**src/rtl/alu_pkg.sv**
```systemverilog
// alu_pkg: ALUOp classes, R-type funct codes, ALU control codes and MDU states
package alu_pkg;
    localparam logic [1:0] ALUOP_LS  = 2'b00;
    localparam logic [1:0] ALUOP_BEQ = 2'b01;
    localparam logic [1:0] ALUOP_R   = 2'b10;

    localparam logic [5:0] F_ADD   = 6'b100000;
    localparam logic [5:0] F_SUB   = 6'b100010;
    localparam logic [5:0] F_AND   = 6'b100100;
    localparam logic [5:0] F_OR    = 6'b100101;
    localparam logic [5:0] F_XOR   = 6'b100110;
    localparam logic [5:0] F_NOR   = 6'b100111;
    localparam logic [5:0] F_SLT   = 6'b101010;
    localparam logic [5:0] F_SLTU  = 6'b101011;
    localparam logic [5:0] F_MULT  = 6'b011000;
    localparam logic [5:0] F_MULTU = 6'b011001;
    localparam logic [5:0] F_DIV   = 6'b011010;
    localparam logic [5:0] F_DIVU  = 6'b011011;
    localparam logic [5:0] F_MFHI  = 6'b010000;
    localparam logic [5:0] F_MFLO  = 6'b010010;

    localparam logic [3:0] CTL_AND  = 4'b0000;
    localparam logic [3:0] CTL_OR   = 4'b0001;
    localparam logic [3:0] CTL_ADD  = 4'b0010;
    localparam logic [3:0] CTL_XOR  = 4'b0011;
    localparam logic [3:0] CTL_SUB  = 4'b0110;
    localparam logic [3:0] CTL_SLT  = 4'b0111;
    localparam logic [3:0] CTL_SLTU = 4'b1000;
    localparam logic [3:0] CTL_NOR  = 4'b1100;
    localparam logic [3:0] CTL_BAD  = 4'b1111;

    typedef enum logic [1:0] {IDLE, MUL, DIV, FIN} mdu_state_t;
endpackage

```
**src/rtl/mdu_iter.sv**
```systemverilog
// mdu_iter: one-bit-per-cycle shift-add multiplier / restoring divider on operand magnitudes
module mdu_iter #(
    parameter int WIDTH = 32
) (
    input  logic             clk,
    input  logic             rst,
    input  logic             load,
    input  logic             step,
    input  logic             div,
    input  logic             sgn,
    input  logic [WIDTH-1:0] a,
    input  logic [WIDTH-1:0] b,
    output logic             last,
    output logic [WIDTH-1:0] hi_n,
    output logic [WIDTH-1:0] lo_n
);
    localparam int CW = $clog2(WIDTH);
    logic [WIDTH-1:0] u, l, d, u_n, l_n, q_f, r_f;
    logic [CW-1:0] cnt;
    logic neg_q, neg_r;
    logic [WIDTH:0] s, t;
    logic [2*WIDTH-1:0] p;
    // u/l form the product (mult) or remainder/quotient (div); outputs are the sign-fixed result after this step
    always_comb begin
        s = {1'b0, u} + (l[0] ? {1'b0, d} : '0);
        t = {u, l[WIDTH-1]} - {1'b0, d};
        u_n = div ? (t[WIDTH] ? {u[WIDTH-2:0], l[WIDTH-1]} : t[WIDTH-1:0]) : s[WIDTH:1];
        l_n = div ? {l[WIDTH-2:0], ~t[WIDTH]} : {s[0], l[WIDTH-1:1]};
        p = neg_q ? -{u_n, l_n} : {u_n, l_n};
        q_f = neg_q ? -l_n : l_n;
        r_f = neg_r ? -u_n : u_n;
        hi_n = div ? r_f : p[2*WIDTH-1:WIDTH];
        lo_n = div ? q_f : p[WIDTH-1:0];
    end
    assign last = cnt == CW'(WIDTH - 1);
    always_ff @(posedge clk) begin
        if (rst) begin
            u <= '0;
            l <= '0;
            d <= '0;
            cnt <= '0;
            neg_q <= 1'b0;
            neg_r <= 1'b0;
        end else if (load) begin
            u <= '0;
            l <= (sgn & a[WIDTH-1]) ? -a : a;
            d <= (sgn & b[WIDTH-1]) ? -b : b;
            cnt <= '0;
            neg_q <= sgn & (a[WIDTH-1] ^ b[WIDTH-1]);
            neg_r <= sgn & a[WIDTH-1];
        end else if (step) begin
            u <= u_n;
            l <= l_n;
            cnt <= cnt + 1'b1;
        end
    end
endmodule

```
**src/rtl/alu_mdu_ctrl.sv**
```systemverilog
// alu_mdu_ctrl: ALU control decode plus multi-cycle multiply/divide sequencer with HI/LO
module alu_mdu_ctrl
    import alu_pkg::*;
#(
    parameter int WIDTH   = 32,
    parameter int ALUOP_W = 2
) (
    input  logic               clk,
    input  logic               rst,
    input  logic [ALUOP_W-1:0] ALUOp,
    input  logic [5:0]         funct,
    input  logic               start,
    input  logic [WIDTH-1:0]   op_a,
    input  logic [WIDTH-1:0]   op_b,
    output logic [3:0]         alu_ctrl_out,
    output logic               busy,
    output logic               done,
    output logic               stall,
    output logic [WIDTH-1:0]   hi,
    output logic [WIDTH-1:0]   lo
);
    mdu_state_t state, state_n;
    logic r_type, is_mul, is_div, is_mdu, accept, div0, step, last;
    logic [3:0] r_ctl;
    logic [WIDTH-1:0] hi_n, lo_n;
    assign r_type = ALUOp == ALUOP_W'(ALUOP_R);
    assign is_mul = funct == F_MULT || funct == F_MULTU;
    assign is_div = funct == F_DIV || funct == F_DIVU;
    assign is_mdu = is_mul || is_div || funct == F_MFHI || funct == F_MFLO;
    assign accept = start && r_type && (is_mul || is_div) && state == IDLE;
    assign div0 = accept && is_div && op_b == '0;
    assign step = state == MUL || state == DIV;
    assign busy = state != IDLE;
    assign done = state == FIN;
    assign stall = busy && start && r_type && is_mdu;
    always_comb begin
        r_ctl = CTL_BAD;
        case (funct)
            F_ADD:   r_ctl = CTL_ADD;
            F_SUB:   r_ctl = CTL_SUB;
            F_AND:   r_ctl = CTL_AND;
            F_OR:    r_ctl = CTL_OR;
            F_XOR:   r_ctl = CTL_XOR;
            F_NOR:   r_ctl = CTL_NOR;
            F_SLT:   r_ctl = CTL_SLT;
            F_SLTU:  r_ctl = CTL_SLTU;
            default: r_ctl = CTL_BAD;
        endcase
        alu_ctrl_out = ALUOp == ALUOP_W'(ALUOP_LS) ? CTL_ADD :
                       ALUOp == ALUOP_W'(ALUOP_BEQ) ? CTL_SUB :
                       r_type ? r_ctl : CTL_BAD;
    end
    always_comb begin
        state_n = state;
        case (state)
            IDLE:    state_n = !accept ? IDLE : is_mul ? MUL : div0 ? FIN : DIV;
            MUL:     state_n = last ? FIN : MUL;
            DIV:     state_n = last ? FIN : DIV;
            default: state_n = IDLE;
        endcase
    end
    // hi/lo load on the edge entering FIN so they are valid while done is high
    always_ff @(posedge clk) begin
        if (rst) begin
            state <= IDLE;
            hi <= '0;
            lo <= '0;
        end else begin
            state <= state_n;
            if (div0) begin
                hi <= op_a;
                lo <= '1;
            end else if (step && last) begin
                hi <= hi_n;
                lo <= lo_n;
            end
        end
    end
    mdu_iter #(.WIDTH(WIDTH)) u_iter (
        .clk  (clk),
        .rst  (rst),
        .load (accept),
        .step (step),
        .div  (state == DIV),
        .sgn  (~funct[0]),
        .a    (op_a),
        .b    (op_b),
        .last (last),
        .hi_n (hi_n),
        .lo_n (lo_n)
    );
endmodule

```
**config.mk**
```make
export PLATFORM = sky130hd
export DESIGN_NAME = alu_mdu_ctrl
export DESIGN_NICKNAME = d
export VERILOG_FILES = /design/src/rtl/alu_pkg.sv /design/src/rtl/mdu_iter.sv /design/src/rtl/alu_mdu_ctrl.sv
export SDC_FILE = /design/constraint.sdc
export NUM_CORES = 1
export LEC_CHECK = 0
export ABC_AREA = 1
export CORE_UTILIZATION = 44
export DETAILED_ROUTE_END_ITERATION = 12
export HOLD_SLACK_MARGIN = 0.02
export PLACE_DENSITY = 0.66
export REMOVE_ABC_BUFFERS = 1
export SETUP_SLACK_MARGIN = 0.1
export SKIP_CTS_REPAIR_TIMING = 1
export SLEW_MARGIN = 20
export SYNTH_ARGS = -nofsm -noshare
export SYNTH_HDL_FRONTEND = slang
export SYNTH_SLANG_ARGS = --single-unit
```
**constraint.sdc**
```tcl
create_clock -name clk -period 5.35 [get_ports clk]
set_input_delay 1.07 -clock clk [delete_from_list [all_inputs] [get_ports clk]]
set_output_delay 1.07 -clock clk [all_outputs]
set_load 0.01 [all_outputs]
```
# Yosys cells after proc, flatten, opt, wreduce, memory -nomap -nowiden
# Cells that the tools add are included.
[word_totals]
ff_bits = 169
input_bits = 75
out_inout_bits = 71
elab_cells = 92
[op_classes]
addsub = 8
eq_ne = 20
n_mux = 27
bitwise = 6
reduce_logical = 22
[ops]
columns = ["operator", "count"]
rows = [
  ["$mux W32", 16],
  ["$neg A32 Y32", 4],
  ["$mux W64", 1],
  ["$neg A64 Y64", 1],
  ["$eq A6 B6 Y1 const B", 8],
  ["$eq A6 B5 Y1 const B", 6],
  ["$add A32 B33 Y33", 1],
  ["$sub A33 B32 Y33", 1],
  ["$logic_not A32 Y1", 1],
  ["$pmux W4 S8", 1],
  ["$mux W4", 3],
  ["$logic_and A1 B1 Y1", 9],
  ["$eq A2 B2 Y1 const B", 3],
  ["$logic_or A1 B1 Y1", 6],
  ["$mux W2", 3],
  ["$pmux W2 S3", 1],
  ["$reduce_bool A2 Y1", 3],
  ["$add A5 B1 Y5 const B", 1],
  ["$eq A5 B5 Y1 const B", 1],
  ["$eq A2 B1 Y1 const B", 2],
  ["$logic_not A2 Y1", 2],
  ["$and A1 B1 Y1", 3],
  ["$mux W1", 2],
  ["$not A1 Y1", 2],
  ["other kinds (2)", 2],
]

# Depth between registers and ports, before layout
# Gate-level depths: netlist of run 1.
[logic_depth]
depth_word = 11
mapped_depth = 36
depth_no_buf = 35

# Modules after synthesis
# A second synthesis of run 1 with hierarchy kept.
[hier_totals]
hier_cells = 3179
area_unflattened_um2 = 17936.0
[modules_own_cells]
columns = ["module", "instances", "cells_each", "area_per_inst_um2", "seq_area_each_um2"]
rows = [
  ["mdu_iter", 1, 2688, 14420.1, 2062.0],
  ["alu_mdu_ctrl", 1, 491, 3515.9, 1321.3],
]

# Least setup slack after synthesis of run 1
# Ideal clock, no wire load.
[synth_path]
path_type = "reg2reg"
startpoint = "register u_iter.l[31]"
endpoint = "register hi[28]"
setup_ns = 0.119
arrival_time_ns = 3.688
required_time_ns = 5.231
path_slack_ns = 1.543
stages_incl_launch_ff = 34
path_buffers = 1
path_cell_list = "dfxtp_1 -> inv_1 -> ha_1 -> fa_1 -> inv_1 -> nand2_1 -> nand2_1 -> nand3_1 -> nand2_2 -> nand2_2 -> nand2_2 -> nand2_4 -> nand3_4 -> nand2_4 -> buf_6 -> nand2_2 -> nand2_1 -> inv_1 -> ha_1 -> inv_1 -> nor2_1 -> nand2_1 -> nor3_4 -> nand4_2 -> nor2_2 -> nand3_1 -> nand2_2 -> nand3_2 -> a21oi_2 -> nand2_1 -> o21ai_1 -> nand2_1 -> nand3_1 -> a21oi_1"
[synth_via]
elab_chain_len = 8
[synth_rtl]
columns = ["item", "line_no", "text"]
rows = [
  ["start: declaration", "mdu_iter.sv:18", "logic [WIDTH-1:0] u, l, d, u_n, l_n, q_f, r_f;"],
  ["start signal: assignment", "mdu_iter.sv:46", "l <= (sgn & a[WIDTH-1]) ? -a : a;"],
  ["start signal: assignment", "mdu_iter.sv:53", "l <= l_n;"],
  ["$sub A33 B32 Y33", "mdu_iter.sv:26", "t = {u, l[WIDTH-1]} - {1'b0, d};"],
  ["$mux W32 / $not A1 Y1 (equally long branches)", "mdu_iter.sv:27, mdu_iter.sv:28", ""],
  ["$mux W32 (on tied branches)", "mdu_iter.sv:27, mdu_iter.sv:28", ""],
  ["$neg A64 Y64 / $neg A32 Y32 (equally long branches)", "mdu_iter.sv:29, mdu_iter.sv:31", ""],
  ["$mux W64 / $mux W32 (equally long branches)", "mdu_iter.sv:29, mdu_iter.sv:31", ""],
  ["$mux W32 *", "mdu_iter.sv:32", "hi_n = div ? r_f : p[2*WIDTH-1:WIDTH];"],
  ["$mux W32 *", "alu_mdu_ctrl.sv:73", "end else if (step && last) begin"],
  ["$mux W32 *", "alu_mdu_ctrl.sv:70", "if (div0) begin"],
  ["end signal: assignment", "alu_mdu_ctrl.sv:71", "hi <= op_a;"],
  ["end signal: assignment", "alu_mdu_ctrl.sv:74", "hi <= hi_n;"],
  ["end: declaration", "alu_mdu_ctrl.sv:19", "output logic [WIDTH-1:0] hi,"],
]
# Mark *: on every way between the ends. The rest lies on a longest branch, timed or not. The select of a mux whose other input is x is not followed.
# A chain may end at the register's enable or synchronous reset.

# Worst setup path in the final report of run 1
[layout_path]
startpoint = "register u_iter.l[31]"
endpoint = "register hi[20]"
# The elaborated chain is that of the path after synthesis.

==> impl_metrics.ini, run 1 <==
[status]
status = finished clean

[placement]
port_buffers = 145
place_congestion = 1.007
placedCellCount = 3445
place_hpwl_um = 55130
place_ws_ps = 577.1
place_area_sq_um = 18540

[global_route]
grt_pass1_vias = 18008
overflow = 0
grt_max_degree = 66
grt_use_total_pct = 36.32
antenna_found_initial = 2
grt_pass1_wl_um = 106100

[critical_path]
r2r_cells = 31
cp_data_required_time_ps = 5750
startpoint_type = flip-flop
cp_max_fo = 8
crit_type = flip-flop to flip-flop
worstPathArrival_ps = 5280
cp-end-kind = flip-flop
slowest_stage = fa_1
max_stage_delay_ps = 420

[die]
initial_core_util_pct = 45.01
dieHeight_um = 196.2
core_area_sq_um = 36870
io_pins = 146
fp.dieW_um = 196.2
row_count = 70
dieArea_sq_um = 38500

[sta]
finClkSkew_ps = 14.14
post-route-period-util_pct = 91.24
relSlewSlack_pct = 29.36
tns_ps = 0
holdWs_ps = 475.1
tightest_slew_ps = 1053
max_freq_ghz = 0.2049
finalHoldViolations = 0
maxSlewViolCount = 0
finalCriticalPeriod_ps = 4881
setup_viol_count_final = 0
worst_slack_ps = 468.7
rsz0062_at_grt = false

[synth]
async_flop_share_pct = 0
synth.distinct_cells = 61
synth_xor_xnor_area_share_pct = 4.961
syn_area_per_cell_sq_um = 5.801
synth_edf_count = 0
ys.flop_type = dfxtp_1
synth_top_family_by_area = simple AND/OR/NAND/NOR gates
synthCells = 2861
yosysTopAreaCellShare_pct = 20.39
ys_warn_count = 0
ys_top_cells_by_area = dfxtp_1, nand2_1, inv_1
synth_fa_ha_area_share_pct = 5.820
synth_mux_area_share_pct = 0.1432
syn_area_sq_um = 16600
synth-simple-area-share_pct = 36.47
synth_top_area_cell = dfxtp_1
synth-compound-area-share_pct = 19.80
synth_seq_cells = 169
ys_seq_area_share_pct = 20.39

[cells_and_area]
fin_cells = 3478
final_nets = 3111
n_fill_cell = 3873
final_core_util_pct = 51.85
syn_to_final_growth_pct = 15.21
layout-drive-gt1-share_pct = 5.954
design_area_sq_um = 19120

[detailed_routing]
wl_per_cell_um = 20.10
vias_per_cell = 5.669
wirelength_um = 69900
num_vias = 19717
drc = 0
firstDrtPassIters = 6
ant_nets = 0
drtIter0Drc = 2119

[clock_network]
cts_sinks = 169
clkLatencyLatePin_ps = 480
root_buffer = clkbuf_16
cts_tree = done
clk_pin_slew_ps = 80
htreeDepth = 4
cts_buffer_depth = 2
cts-buffers-inserted = 17

[pwr]
p_sw_share_pct = 34.93
p_total_mw = 3.362
p_per_area_nw_per_um2 = 175.8
p_leak_nw = 9.639
combinationalPowerShare_pct = 23.9
irDropWorstVdd_uv = 221.2
p_int_mw = 2.187
p_clk_share_pct = 38.3
p_seq_share_pct = 37.8
power.net_switching_mw = 1.174

[hold_path]
whs_path_depth = 2
min-delay-path-class = flip-flop to flip-flop

[run]
max_cap_violations = 0
[final timing paths]
check | slack (ps) | to | startpoint
worst max-delay path | 470 | hi[20] | u_iter.l[31]
worst min-delay path | 480 | u_iter.l[26] | u_iter.l[26]
worst max register to register | 470 | hi[20] | u_iter.l[31]
worst min register to register | 480 | u_iter.l[26] | u_iter.l[26]
[critical path, delay by kind of cell, from the launching register on]
kind | cells | cell delay [ps]
buffers and inverters | 4 | 350
flip-flops | 1 | 390
adder cells (fa/ha/maj) | 3 | 820
AND/OR/NAND/NOR | 22 | 2820
AO/OA/AOI/OAI | 2 | 410
[layer usage]
| layer | global-route usage, % | share of wire, % | vias to the layer above |
|---|---|---|---|
| li1 | - | - | 9492 |
| met1 | 53.95 | 47 | 9186 |
| met2 | 52.67 | 41 | 965 |
| met3 | 7.633 | 9.9 | 74 |
| met4 | 8.681 | 1.8 | 0 |
| met5 | 0 | 0 | - |
[sequential cells by signal (all words and copies together), names as in the netlist]
register	cells
hi	32
lo	32
state	2
u_iter.cnt	5
u_iter.d	32
u_iter.l	32
u_iter.neg_q	1
u_iter.neg_r	1
u_iter.u	32
[synth_stat cells (all sizes together) (4+ instances only)]
cell type    n
inv        427
ha          74
a211oi       5
nor2       267
buf         28
o221ai      19
or2         19
o21bai       7
nand3b      17
xnor2       29
o221a        4
nand3      202
xor2        65
a21oi      227
o21ai      265
dfxtp      169
clkbuf      72
o211ai      21
o31ai        6
o21a         8
a21o         7
a31oi       12
nor4        10
nand2      801
nor3        42
clkinv       6
nand4       30
[placed cells by master, fill, tap and decap left out, drive strengths merged, types with 36 or more instances in the layout]
master         instances
nand2                801
inv                  429
nor2                 267
o21ai                265
a21oi                227
nand3                202
dfxtp                169
clkdlybuf4s50        144
ha                    74
xor2                  65
nor3                  42
buf                   36
[power groups by stage]
stage                     Combinational (mW)  Sequential (mW)  Clock (mW)
final                                  0.805             1.27        1.29
after global routing                   0.870             1.27        1.35
after CTS                              0.781             1.27        1.30
after detailed placement               0.776             1.30           0
after global placement                 0.773             1.30           0
after floorplan                        0.463             1.30           0
[cells by family after synthesis]
logic type / count (synthesis)
fa+ha+maj: 76
xor+xnor: 94
simple gates: 1395
buf+inv: 533
compound gates: 592
flops: 169
mux: 2
[area by class of cell]
type	instances	area [sq um]	area share, %
inverters	433	1627	8.507
clock inverters	12	113.9	0.5955
clock buffers	20	456.7	2.389
multi-input cells	2159	11180	58.50
well taps	504	630.6	3.298
flip-flops and latches	169	3383	17.70
repair buffers	180	1722	9.005
diodes	1	2.502	0.01309
(Power assumes the default switching activity.)
==> run 2, diff against run 1 <==
--- a/config.mk
+++ b/config.mk
@@ -13,7 +13,7 @@
 export REMOVE_ABC_BUFFERS = 1
 export SETUP_SLACK_MARGIN = 0.1
 export SKIP_CTS_REPAIR_TIMING = 1
-export SLEW_MARGIN = 20
+export SLEW_MARGIN = 40
 export SYNTH_ARGS = -nofsm -noshare
 export SYNTH_HDL_FRONTEND = slang
 export SYNTH_SLANG_ARGS = --single-unit
==> run 2 against run 1 <==
Compared with the run above:
- clock skew rose by 2.2 ps
- combinational power barely moved
- sequential share of layout area about the same
- critical path depth unchanged
- first-iteration DRC count fell by 2.9%
- maximum frequency rose by 1.2%
- global-route usage is essentially flat
- core utilization hardly changed
- critical endpoint is now hi[16]
==> impl_metrics.ini, run 2 (synthesis results as in run 1) <==
[cells_and_area]
final_cell_mix = nand2_1, inv_1, o21ai_0
regArea_sq_um = 3385
layout-drive-gt1-share_pct = 5.958
final_nets = 3111
multi_input_area_sq_um = 11180
syn_to_final_growth_pct = 15.19
final_core_util_pct = 51.85
final_common_cell = nand2_1
fin_cells = 3476
n_fill_cell = 3941

[global_route]
grt_pass1_wl_um = 106500
grt_use_total_pct = 36.35
grt_max_degree = 66
grt_pass1_vias = 18060
overflow = 0
antenna_found_initial = 1

[critical_path]
crit_type = flip-flop to flip-flop
cp-end-kind = flip-flop
rr_endpoint = hi[16]
cp_max_fo = 8
r2r-start = u_iter.l[31]
startpoint_type = flip-flop
max_stage_delay_ps = 420
setup.worst_path.start = u_iter.l[31]
slowest_stage = fa_1
r2r_cells = 31
cp_data_required_time_ps = 5760
endpoint = hi[16]
rrSetupSlack_ps = 530
worstPathArrival_ps = 5230

[placement]
place_congestion = 1.007
port_buffers = 145
placedCellCount = 3445
place_hpwl_um = 55070
place_ws_ps = 581.9

[hold_path]
min-delay-path-class = flip-flop to flip-flop
min_from = u_iter.cnt[4]

[die]
dieHeight_um = 196.2
fp.dieW_um = 196.2
dieArea_sq_um = 38500
row_count = 70
io_pins = 146
initial_core_util_pct = 45.01
core_area_sq_um = 36870

[detailed_routing]
wirelength_um = 69760
vias_per_cell = 5.591
wl_per_cell_um = 20.07
drtIter0Drc = 2057
ant_nets = 0
firstDrtPassIters = 6
num_vias = 19436
drc = 0

[clock_network]
cts_sinks = 169
clk_pin_slew_ps = 70
clkLatencyLatePin_ps = 480
cts-buffers-inserted = 17
htreeDepth = 4
cts_tree = done
root_buffer = clkbuf_16
cts_buffer_depth = 2

[sta]
tns_ps = 0
finalCriticalPeriod_ps = 4822
tightest_slew_ps = 928.7
holdWs_ps = 471.4
finalHoldViolations = 0
finClkSkew_ps = 16.37
worst_slack_ps = 528.4
setup_viol_count_final = 0
rsz0062_at_grt = false
post-route-period-util_pct = 90.12
max_freq_ghz = 0.2074
maxSlewViolCount = 0
relSlewSlack_pct = 37.52

[pwr]
irDropWorstVdd_uv = 218.7
p_leak_nw = 9.636
p_per_area_nw_per_um2 = 175.1

[status]
status = finished clean

[run]
max_cap_violations = 0
-- run 2: changes by cell type in the layout (fill, tap and decap cells not counted) --
cell,before,now
buf_2,1,0
buf_4,34,35
clkbuf_8,2,3
clkinv_1,7,6
clkinv_2,3,2
clkinv_4,1,0
dfxtp_1,169,168
dfxtp_2,0,1
inv_4,0,1
inv_6,4,3
-- run 2: metrics by stage --
| stage | cell area, sq um | power, mW |
|---|---|---|
| floorplan | 16160 | 1.760 |
| global placement | 18540 | 2.072 |
| detailed placement | 18540 | 2.075 |
| CTS | 19100 | 3.334 |
| global route | 19110 | 3.476 |
| finish | 19120 | 3.347 |
-- run 2: how the worst min path moves through the flow --
stage / end / cells after the start
finish: u_iter.cnt[4] / 2
global route: u_iter.l[23] / 2
CTS: u_iter.cnt[4] / 2
detailed placement: u_iter.cnt[4] / 2
global placement: u_iter.cnt[4] / 2
floorplan: u_iter.l[26] / 2
-- run 2: where the power goes --
part / internal, mW / switching [mW] / leakage (nW) / total, mW
combinational: 0.254 / 0.548 / 8.01 / 0.803
clock: 0.676 / 0.598 / 0.264 / 1.27
sequential: 1.26 / 0.00707 / 1.36 / 1.27
total: 2.19 / 1.15 / 9.64 / 3.35
-- run 2: final cells by class --
cell class	count	share of cell area [%]
diodes	1	0.01309
clock buffers	21	2.461
clock inverters	9	0.4778
inverters	433	8.521
multi-input cells	2159	58.51
flip-flops and latches	169	17.70
well taps	504	3.299
repair buffers	180	9.019
-- run 2: metal layers --
| layer | wire, um | GRT usage, % | part of all wire, % | vias up |
|---|---|---|---|---|
| met5 | 0 | 0 | 0 | - |
| met4 | 1607 | 9.520 | 2.3 | 0 |
| met3 | 6561 | 7.547 | 9.4 | 92 |
| met2 | 28070 | 52.30 | 40 | 851 |
| met1 | 33520 | 54.09 | 48 | 9021 |
| li1 | - | - | - | 9472 |
-- run 2: worst max-delay path: cells and delay by family, from the launching register on --
kind / cells / cell delay, ps
AO/OA/AOI/OAI: 3 / 570
buffers and inverters: 4 / 340
flip-flops: 1 / 370
AND/OR/NAND/NOR: 21 / 2640
adder cells (fa/ha/maj): 3 / 820
